**src/rtl/alu_pkg.sv**
```systemverilog
// Shared ALU issue-stage definitions: ALU codes, RV32I opcodes,
// branch funct3 values and operand/forward select encodings.
package alu_pkg;

    typedef enum logic [3:0] {
        ALU_ADD  = 4'b0000,
        ALU_SLL  = 4'b0001,
        ALU_SLT  = 4'b0010,
        ALU_SLTU = 4'b0011,
        ALU_XOR  = 4'b0100,
        ALU_SRL  = 4'b0101,
        ALU_OR   = 4'b0110,
        ALU_AND  = 4'b0111,
        ALU_SUB  = 4'b1000,
        ALU_SRA  = 4'b1101
    } alu_ctr_e;

    localparam logic [6:0] OPC_LOAD   = 7'b0000011;
    localparam logic [6:0] OPC_OPIMM  = 7'b0010011;
    localparam logic [6:0] OPC_AUIPC  = 7'b0010111;
    localparam logic [6:0] OPC_STORE  = 7'b0100011;
    localparam logic [6:0] OPC_OP     = 7'b0110011;
    localparam logic [6:0] OPC_LUI    = 7'b0110111;
    localparam logic [6:0] OPC_BRANCH = 7'b1100011;
    localparam logic [6:0] OPC_JALR   = 7'b1100111;
    localparam logic [6:0] OPC_JAL    = 7'b1101111;

    localparam logic [2:0] F3_BEQ  = 3'b000;
    localparam logic [2:0] F3_BNE  = 3'b001;
    localparam logic [2:0] F3_BLT  = 3'b100;
    localparam logic [2:0] F3_BGE  = 3'b101;
    localparam logic [2:0] F3_BLTU = 3'b110;
    localparam logic [2:0] F3_BGEU = 3'b111;

    typedef enum logic [1:0] {
        FWD_REG     = 2'b00,
        FWD_EX_MEM  = 2'b01,
        FWD_MEM_WB  = 2'b10,
        FWD_REG_ALT = 2'b11
    } fwd_sel_e;

    typedef enum logic [1:0] {
        OP1_RS1  = 2'b00,
        OP1_PC   = 2'b01,
        OP1_ZERO = 2'b10
    } op1_sel_e;

    typedef enum logic [1:0] {
        OP2_RS2  = 2'b00,
        OP2_IMM  = 2'b01,
        OP2_FOUR = 2'b10,
        OP2_ZERO = 2'b11
    } op2_sel_e;

endpackage

```
**src/rtl/alu_issue_stage_dec.sv**
```systemverilog
// Combinational RV32I decode: opcode/funct -> ALU code,
// operand selects, branch and illegal flags.
module alu_ctrl_dec
    import alu_pkg::*;
(
    input  logic [6:0] opcode,
    input  logic [2:0] funct3,
    input  logic       funct7b5,
    output logic [3:0] ctr,
    output logic [1:0] op1_sel,
    output logic [1:0] op2_sel,
    output logic       is_branch,
    output logic       illegal
);

    always_comb begin
        ctr       = ALU_ADD;
        op1_sel   = OP1_RS1;
        op2_sel   = OP2_RS2;
        is_branch = 1'b0;
        illegal   = 1'b0;
        unique case (1'b1)
            (opcode == OPC_OP): begin
                ctr = {funct7b5, funct3};
            end
            (opcode == OPC_OPIMM): begin
                // only SRAI uses bit 30; ADDI must stay ADD
                ctr     = {(funct3 == 3'b101) & funct7b5, funct3};
                op2_sel = OP2_IMM;
            end
            (opcode == OPC_BRANCH): begin
                is_branch = 1'b1;
                case (funct3)
                    F3_BEQ, F3_BNE:   ctr = ALU_SUB;
                    F3_BLT, F3_BGE:   ctr = ALU_SLT;
                    F3_BLTU, F3_BGEU: ctr = ALU_SLTU;
                    default: begin
                        is_branch = 1'b0;
                        illegal   = 1'b1;
                        op1_sel   = OP1_ZERO;
                        op2_sel   = OP2_ZERO;
                    end
                endcase
            end
            (opcode == OPC_LOAD),
            (opcode == OPC_STORE),
            (opcode == OPC_JALR): begin
                op2_sel = OP2_IMM;
            end
            (opcode == OPC_LUI): begin
                op1_sel = OP1_ZERO;
                op2_sel = OP2_IMM;
            end
            (opcode == OPC_AUIPC): begin
                op1_sel = OP1_PC;
                op2_sel = OP2_IMM;
            end
            (opcode == OPC_JAL): begin
                op1_sel = OP1_PC;
                op2_sel = OP2_FOUR;
            end
            default: begin
                illegal = 1'b1;
                op1_sel = OP1_ZERO;
                op2_sel = OP2_ZERO;
            end
        endcase
    end

endmodule

```
**src/rtl/alu_issue_stage.sv**
```systemverilog
// ID/EX issue stage: decode, operand select, one-entry output buffer.
// Optional operand forwarding enabled by defining ALU_ISSUE_FWD_EN.
module alu_issue_stage
    import alu_pkg::*;
#(
    parameter int XLEN  = 32,
    parameter int CTR_W = 4
) (
    input  logic             clk,
    input  logic             reset,
    input  logic             in_valid,
    output logic             in_ready,
    input  logic [31:0]      inst,
    input  logic [XLEN-1:0]  pc,
    input  logic [XLEN-1:0]  rs1_data,
    input  logic [XLEN-1:0]  rs2_data,
    input  logic [XLEN-1:0]  imm,
    input  logic             flush,
    output logic             out_valid,
    input  logic             out_ready,
    output logic [XLEN-1:0]  op1,
    output logic [XLEN-1:0]  op2,
    output logic [CTR_W-1:0] alu_ctr,
    output logic [4:0]       rd,
    output logic             is_branch,
    output logic [2:0]       br_funct3,
    output logic             illegal,
    input  logic [1:0]       fwd_a_sel,
    input  logic [1:0]       fwd_b_sel,
    input  logic [XLEN-1:0]  ex_mem_result,
    input  logic [XLEN-1:0]  mem_wb_result
);

    logic [3:0]      dec_ctr;
    logic [1:0]      dec_op1_sel;
    logic [1:0]      dec_op2_sel;
    logic            dec_branch;
    logic            dec_illegal;
    logic [XLEN-1:0] src_a;
    logic [XLEN-1:0] src_b;
    logic [XLEN-1:0] op1_nxt;
    logic [XLEN-1:0] op2_nxt;
    logic            accept;
    logic            unused_inst;

    assign unused_inst = ^{inst[31], inst[29:15]};

    alu_ctrl_dec u_dec (
        .opcode    (inst[6:0]),
        .funct3    (inst[14:12]),
        .funct7b5  (inst[30]),
        .ctr       (dec_ctr),
        .op1_sel   (dec_op1_sel),
        .op2_sel   (dec_op2_sel),
        .is_branch (dec_branch),
        .illegal   (dec_illegal)
    );

`ifdef ALU_ISSUE_FWD_EN
    always_comb begin
        case (fwd_a_sel)
            FWD_EX_MEM: src_a = ex_mem_result;
            FWD_MEM_WB: src_a = mem_wb_result;
            default:    src_a = rs1_data;
        endcase
        case (fwd_b_sel)
            FWD_EX_MEM: src_b = ex_mem_result;
            FWD_MEM_WB: src_b = mem_wb_result;
            default:    src_b = rs2_data;
        endcase
    end
`else
    logic unused_fwd;
    assign unused_fwd = ^{fwd_a_sel, fwd_b_sel,
                          ex_mem_result, mem_wb_result};
    assign src_a = rs1_data;
    assign src_b = rs2_data;
`endif

    always_comb begin
        case (dec_op1_sel)
            OP1_PC:   op1_nxt = pc;
            OP1_ZERO: op1_nxt = '0;
            default:  op1_nxt = src_a;
        endcase
        case (dec_op2_sel)
            OP2_IMM:  op2_nxt = imm;
            OP2_FOUR: op2_nxt = XLEN'(4);
            OP2_ZERO: op2_nxt = '0;
            default:  op2_nxt = src_b;
        endcase
    end

    assign in_ready = ~out_valid | out_ready;
    assign accept   = in_valid & in_ready;

    always_ff @(posedge clk or posedge reset) begin
        if (reset) begin
            out_valid <= 1'b0;
            op1       <= '0;
            op2       <= '0;
            alu_ctr   <= '0;
            rd        <= '0;
            is_branch <= 1'b0;
            br_funct3 <= '0;
            illegal   <= 1'b0;
        end else if (flush) begin
            out_valid <= 1'b0;
        end else if (accept) begin
            out_valid <= 1'b1;
            op1       <= op1_nxt;
            op2       <= op2_nxt;
            alu_ctr   <= CTR_W'(dec_ctr);
            rd        <= inst[11:7];
            is_branch <= dec_branch;
            br_funct3 <= inst[14:12];
            illegal   <= dec_illegal;
        end else if (out_ready) begin
            out_valid <= 1'b0;
        end
    end

endmodule

```
**config.mk**
```make
export PLATFORM = sky130hd
export DESIGN_NAME = alu_issue_stage
export DESIGN_NICKNAME = d
export VERILOG_FILES = /design/src/rtl/alu_pkg.sv /design/src/rtl/alu_issue_stage_dec.sv /design/src/rtl/alu_issue_stage.sv
export SDC_FILE = /design/constraint.sdc
export NUM_CORES = 1
export LEC_CHECK = 0
export ABC_AREA = 1
export BUFFER_PORTS_ARGS = -buffer_cell sky130_fd_sc_hd__buf_4
export CORE_AREA = 2 2 120 122
export DETAILED_ROUTE_END_ITERATION = 10
export DIE_AREA = 0 0 122 124
export GPL_ROUTABILITY_DRIVEN = 0
export GPL_TIMING_DRIVEN = 0
export SYNTH_ARGS = -nofsm -noshare
export SYNTH_HDL_FRONTEND = slang
export SYNTH_SLANG_ARGS = --single-unit
export TNS_END_PERCENT = 10
```
**constraint.sdc**
```tcl
create_clock -name clk -period 5.6 [get_ports clk]
set_clock_uncertainty 0.1 [all_clocks]
set_input_delay 0 -clock clk [delete_from_list [all_inputs] [get_ports clk]]
set_output_delay 0 -clock clk [all_outputs]
set_load 0.03 [all_outputs]
```
==> results.ini, run 1 <==
[setup_path]
crit_path_end_kind=flop
crit_buf_inv=8
rr_startpoint=out_valid
path_max_fanout=10
max_stage_delay_ps=590
worstPathCellList=dlygate4sd3_1 > buf_4 > inv_1 > nor2_1 > nand3_4 > buf_2 > nand2_1 > nand4_1 > ha_1 > clkbuf_1 > inv_1 > clkbuf_1 > nand3_1 > a21oi_1 > dlygate4sd3_1
required_ps=5770
startpoint_type=primary input
crit_family=buffers and inverters
crit_type=primary input to flop
critPathArrivalTime_ps=3400
reg2reg_slack_ps=3260
slowest_stage=dlygate4sd3_1
critPathLaunch=inst[13]

[clocking]
cts_resized=0
clockBufferDepth=2
clk_latency_ps=340
cts_buffers=9
cts_setup_buffers=0
root_buffer=clkbuf_16
cts_tree=yes
postCtsHoldBufs=141
cts.htree.levels=3
cts_sinks=79
cts.reportedPaths.clkPinSlew_ps=60

[power]
clockPowerShare=0.339
p_total_mw=1.78
intPower_mw=1.24
seqPwrFrac=0.367
p_leak_nw=4.09
power_density_mw_per_mm2=230
p_sw_mw=0.542
ir_drop_mv=0.115
comb_power_share=0.294
p_sw_frac=0.304

[logic_synthesis]
ys_types=22
syn_avg_cell_area_um2=7.53
ys_seq_elements=79
netlist_area_mm2=0.00408
synth_mux_area_frac=0
synth_top_family_by_area=simple AND/OR/NAND/NOR gates
synth_compound_area_frac=0.0951
synth_fa_ha_area_frac=0.00307
yosysSeqAreaShare=0.485
synth-xor-area-share=0
synth_nets=776
synth_warnings=0
syn_inst=542
synth-simple-area-share=0.352

[timing]
max_freq_ghz=0.309
fin_ws_ps=2360
fin_crit_ps=3240
worst_pin_slew_ps=504
finalHoldViolCount=0
setup_violations=0
rsz0062_at_grt=no
drv_slew=0
post-route-period-util=0.578
max-slew-margin-rel=0.664
tns_ps=0

[finish]
fill_cells=1224
layout-drive-gt1-share=0.304
final_cells=1108
syn_to_final_growth_pct=90.3
n_antenna_cell=0
finalNetCount=1157

[die]
start_util=0.297
num_rows=43
die-area_mm2=0.0151
ios=313
die_x_um=122
core-area_mm2=0.0137
die_y_um=124

[detailed_routing]
drt_wl_total_um=16400
drc=0
routedWlPerCell_um=14.8
vias_per_cell=4.82
detail-route-antenna-nets=0
vias=5338
drt-initial-drc-count=280
dr.pass1.iters=7

[run_status]
status=finished clean

[global_route]
grt_max_degree=46
grt_pass1_vias=5293
antenna_found_initial=0
gr-total-overflow=0
grt_usage=0.215
met2_usage=0.356
busiest_layer=met2
grt_pass1_wl_um=25700
grtUsageMet3=0.0375
use_met1=0.275

[placement]
dp_hpwl_um=11200
numPortBuffers=228
pre_cts_slack_ps=3110
dp_cells=951

[hold_path]
hold_path.startpoint=rs2_data[2]
hold_class=primary input to flop

[job]
maxCapViolCount=0

final timing paths:
kind | to | depth (start not counted)
max in group asynchronous | op2[2] | 4
setup / recovery | op1[16] | 15
hold reg to reg | rd[4] | 2
min in group asynchronous | op1[0] | 3
hold / removal | op2[2] | 9
setup reg to reg | op1[2] | 8
routing by layer:
| layer | part of all wire | up-vias |
|---|---|---|
| li1 | - | 2543 |
| met1 | 0.43 | 2521 |
| met2 | 0.48 | 223 |
| met3 | 0.058 | 51 |
| met4 | 0.035 | 0 |
| met5 | 0 | - |
cell usage in the layout (no fill, tap or decap), drive strengths merged:
cell type / count
inv: 19
nor3: 1
clkinv: 1
ha: 1
clkinvlp: 2
nand2: 212
buf: 248
o21ai: 7
nor2: 45
dfrtp: 79
o211ai: 1
o22ai: 1
dlygate4sd3: 141
nand4: 34
bufinv: 1
clkbuf: 29
nand3: 39
a21oi: 67
power groups by stage:
stage	Combinational, mW	Sequential (mW)	Clock [mW]
4_1_cts	0.518	0.654	0.622
3_5_place_dp	0.417	0.664	0
5_1_grt	0.561	0.662	0.645
2_1_floorplan	0.100	0.768	0
6_report	0.524	0.655	0.604
3_3_place_gp	0.411	0.662	0
registers in the layout, indices dropped and copies added, names as in the netlist:
signal / count
op1: 32
op2: 32
rd: 5
alu_ctr: 4
br_funct3: 3
illegal: 1
is_branch: 1
out_valid: 1
cell usage after synthesis (all sizes together):
master | number | area [µm²]
buf | 19 | 130
nor2 | 45 | 186
nand3 | 39 | 220
ha | 1 | 12.5
clkbuf | 19 | 71.3
o211ai | 1 | 7.51
o22ai | 1 | 6.26
nor3 | 1 | 10.0
a21oi | 67 | 339
inv | 17 | 63.8
o21ai | 7 | 35.0
nand2 | 212 | 808
dfrtp | 79 | 1980
nand4 | 34 | 213
stage by stage:
step	hold slack [ps]	instance area, µm²	utilization
2_1_floorplan	-36.9	4080	-
3_3_place_gp	65.1	6020	0.439
3_5_place_dp	-29.0	6050	0.441
4_1_cts	13.4	7760	0.566
5_1_grt	80.9	7760	0.566
6_report	20.2	7760	0.566
cell type report:
cell class | count | area [µm²] | share of cell area
timing repair buffer | 370 | 3150 | 0.406
inverter | 17 | 66.3 | 0.00854
multi-input combinational | 408 | 1840 | 0.237
tap | 180 | 225 | 0.0290
buffer | 38 | 201 | 0.0259
sequential | 79 | 1980 | 0.255
clock inverter | 6 | 67.6 | 0.00870
clock buffer | 10 | 239 | 0.0308
cells by family after synthesis:
| kind of cell | count (synthesis) |
|---|---|
| fa+ha+maj | 1 |
| simple gates | 331 |
| buf+inv | 55 |
| flops | 79 |
| compound gates | 76 |
worst min-delay path: cells and delay by family:
kind | cells | cell delay (ps)
buffers and inverters | 3 | 150
and+or+nand+nor | 6 | 270
Note: power is estimated with default switching activity, not from simulation.
==> run 2, diff against run 1 <==
==> constraint.sdc (replaced) <==
create_clock -name clk -period 2.8 [get_ports clk]
set_clock_uncertainty 0.1 [all_clocks]
set_input_delay 0 -clock clk [delete_from_list [all_inputs] [get_ports clk]]
set_output_delay 0 -clock clk [all_outputs]
set_load 0.03 [all_outputs]
==> run 2 against run 1 <==
Die area is the same; design area rose by 0.32%; clock power rose by 100%.
==> results.ini, run 2 (synthesized netlist as in run 1, its figures left out) <==
[setup_path]
required_ps=2980
slowest_stage=dlygate4sd3_1
reg2reg_slack_ps=470
path_max_fanout=10
r2r_end=op1[2]
max_stage_delay_ps=560
crit_end=op1[2]
cp.depth=14
crit_path_end_kind=flop
reg2reg_depth=8
worstPathCellList=buf_4 > inv_2 > nand2_2 > nor2_4 > nand3_4 > buf_2 > nand2_1 > nand4_1 > ha_1 > clkbuf_1 > clkbuf_1 > a21oi_1 > a21oi_1 > dlygate4sd3_1
critPathLaunch=inst[4]
critPathArrivalTime_ps=2850
crit_family=buffers and inverters
rr_startpoint=out_valid
startpoint_type=primary input
crit_type=primary input to flop
crit_buf_inv=6

[power]
power_density_mw_per_mm2=458
seqPwrFrac=0.367
p_leak_nw=4.11
p_sw_frac=0.304
p_sw_mw=1.08
intPower_mw=2.48
comb_power_share=0.294
ir_drop_mv=0.238
p_total_mw=3.57
clockPowerShare=0.339

[global_route]
antenna_found_initial=0
grt_usage=0.215
grt_max_degree=46
grt_pass1_wl_um=25800
gr-total-overflow=0
grt_pass1_vias=5308

[detailed_routing]
drt-initial-drc-count=293
drc=0
dr.pass1.iters=7
vias=5328
detail-route-antenna-nets=0
routedWlPerCell_um=14.8
drt_wl_total_um=16400
vias_per_cell=4.80

[finish]
finalNetCount=1159
layout_common_cells=230 x buf_4, 207 x nand2_1, 143 x dlygate4sd3_1
syn_to_final_growth_pct=90.9
final_common_cell=buf_4
n_antenna_cell=0
reg_top3=op1 x32, op2 x32, rd x5
layout-drive-gt1-share=0.308
fill_cells=1223

[hold_path]
hold_path.startpoint=rs2_data[2]
hold_class=primary input to flop
holdPathStages=9

[die]
die-area_mm2=0.0151
ios=313
die_y_um=124
start_util=0.297
die_x_um=122
num_rows=43
core-area_mm2=0.0137

[clocking]
clockBufferDepth=2
cts_sinks=79
cts_tree=yes
root_buffer=clkbuf_16
cts.reportedPaths.clkPinSlew_ps=70
cts.htree.levels=3
clk_latency_ps=340
cts_buffers=9

[timing]
finalHoldViolCount=0
post-route-period-util=0.952
worst_pin_slew_ps=516
max_freq_ghz=0.375
drv_slew=0
tns_ps=0
setup_violations=0
max-slew-margin-rel=0.656
rsz0062_at_grt=yes
fin_crit_ps=2670

[job]
maxCapViolCount=0

[placement]
dp_hpwl_um=11200
numPortBuffers=228

[run_status]
status=finished clean

## run 2: changes by cell type in the layout (fill, tap and decap cells not counted)
cell | previous run | this run
clkbuf_2 | 0 | 4
dlygate4sd3_1 | 141 | 143
clkbuf_1 | 19 | 15
## run 2: how the worst min path moves through the flow
stage	endpoint
final	op2[2]
after global routing	illegal
after CTS	op2[2]
after detailed placement	op1[0]
after global placement	out_valid
after floorplan	out_valid
## run 2: layer usage
metal | routed length, µm | GRT usage | up-vias
met3 | 958 | 0.0380 | 45
met4 | 556 | 0.0963 | 0
met2 | 7860 | 0.354 | 212
met1 | 7060 | 0.277 | 2524
li1 | - | - | 2547
met5 | 0 | 0 | -
## run 2: power groups by stage
stage | Sequential (mW) | Combinational, mW | Clock [mW]
floorplan | 1.54 | 0.200 | 0
global route | 1.32 | 1.12 | 1.29
global placement | 1.32 | 0.822 | 0
detailed placement | 1.33 | 0.835 | 0
CTS | 1.31 | 1.04 | 1.24
finish | 1.31 | 1.05 | 1.21
## run 2: area by class of cell
cell class	instances	area, µm²	area share
Clock inverter	6	67.6	0.00867
Timing Repair Buffer	372	3170	0.407
Buffer	38	206	0.0265
Sequential cell	79	1980	0.254
Clock buffer	10	239	0.0307
Inverter	17	66.3	0.00851
Tap cell	180	225	0.0289
Multi-Input combinational cell	408	1840	0.236
## run 2: worst min-delay path: cells and delay by family
| kind | cells | cell delay [ps] |
|---|---|---|
| and+or+nand+nor | 6 | 270 |
| buffers and inverters | 3 | 150 |
## run 2: timing repair
item / 4_1_cts / 5_1_grt
hold endpoints to repair: 112 / 0
hold buffers: 143 / 0
buffers inserted: 0 / 0
setup endpoints to repair: 0 / 30
resized for setup: 0 / 8
## run 2: per-stage QoR
stage,hold slack (ps),instances,worst slack (ps),utilization,cell area [µm²]
floorplan,-36.9,542,677,-,4080
detailed placement,-29.0,951,313,0.441,6050
finish,22.1,1110,135,0.568,7790
CTS,13.4,1110,148,0.567,7780
global placement,65.1,950,-442,0.439,6020
global route,79.8,1110,-73.1,0.568,7790
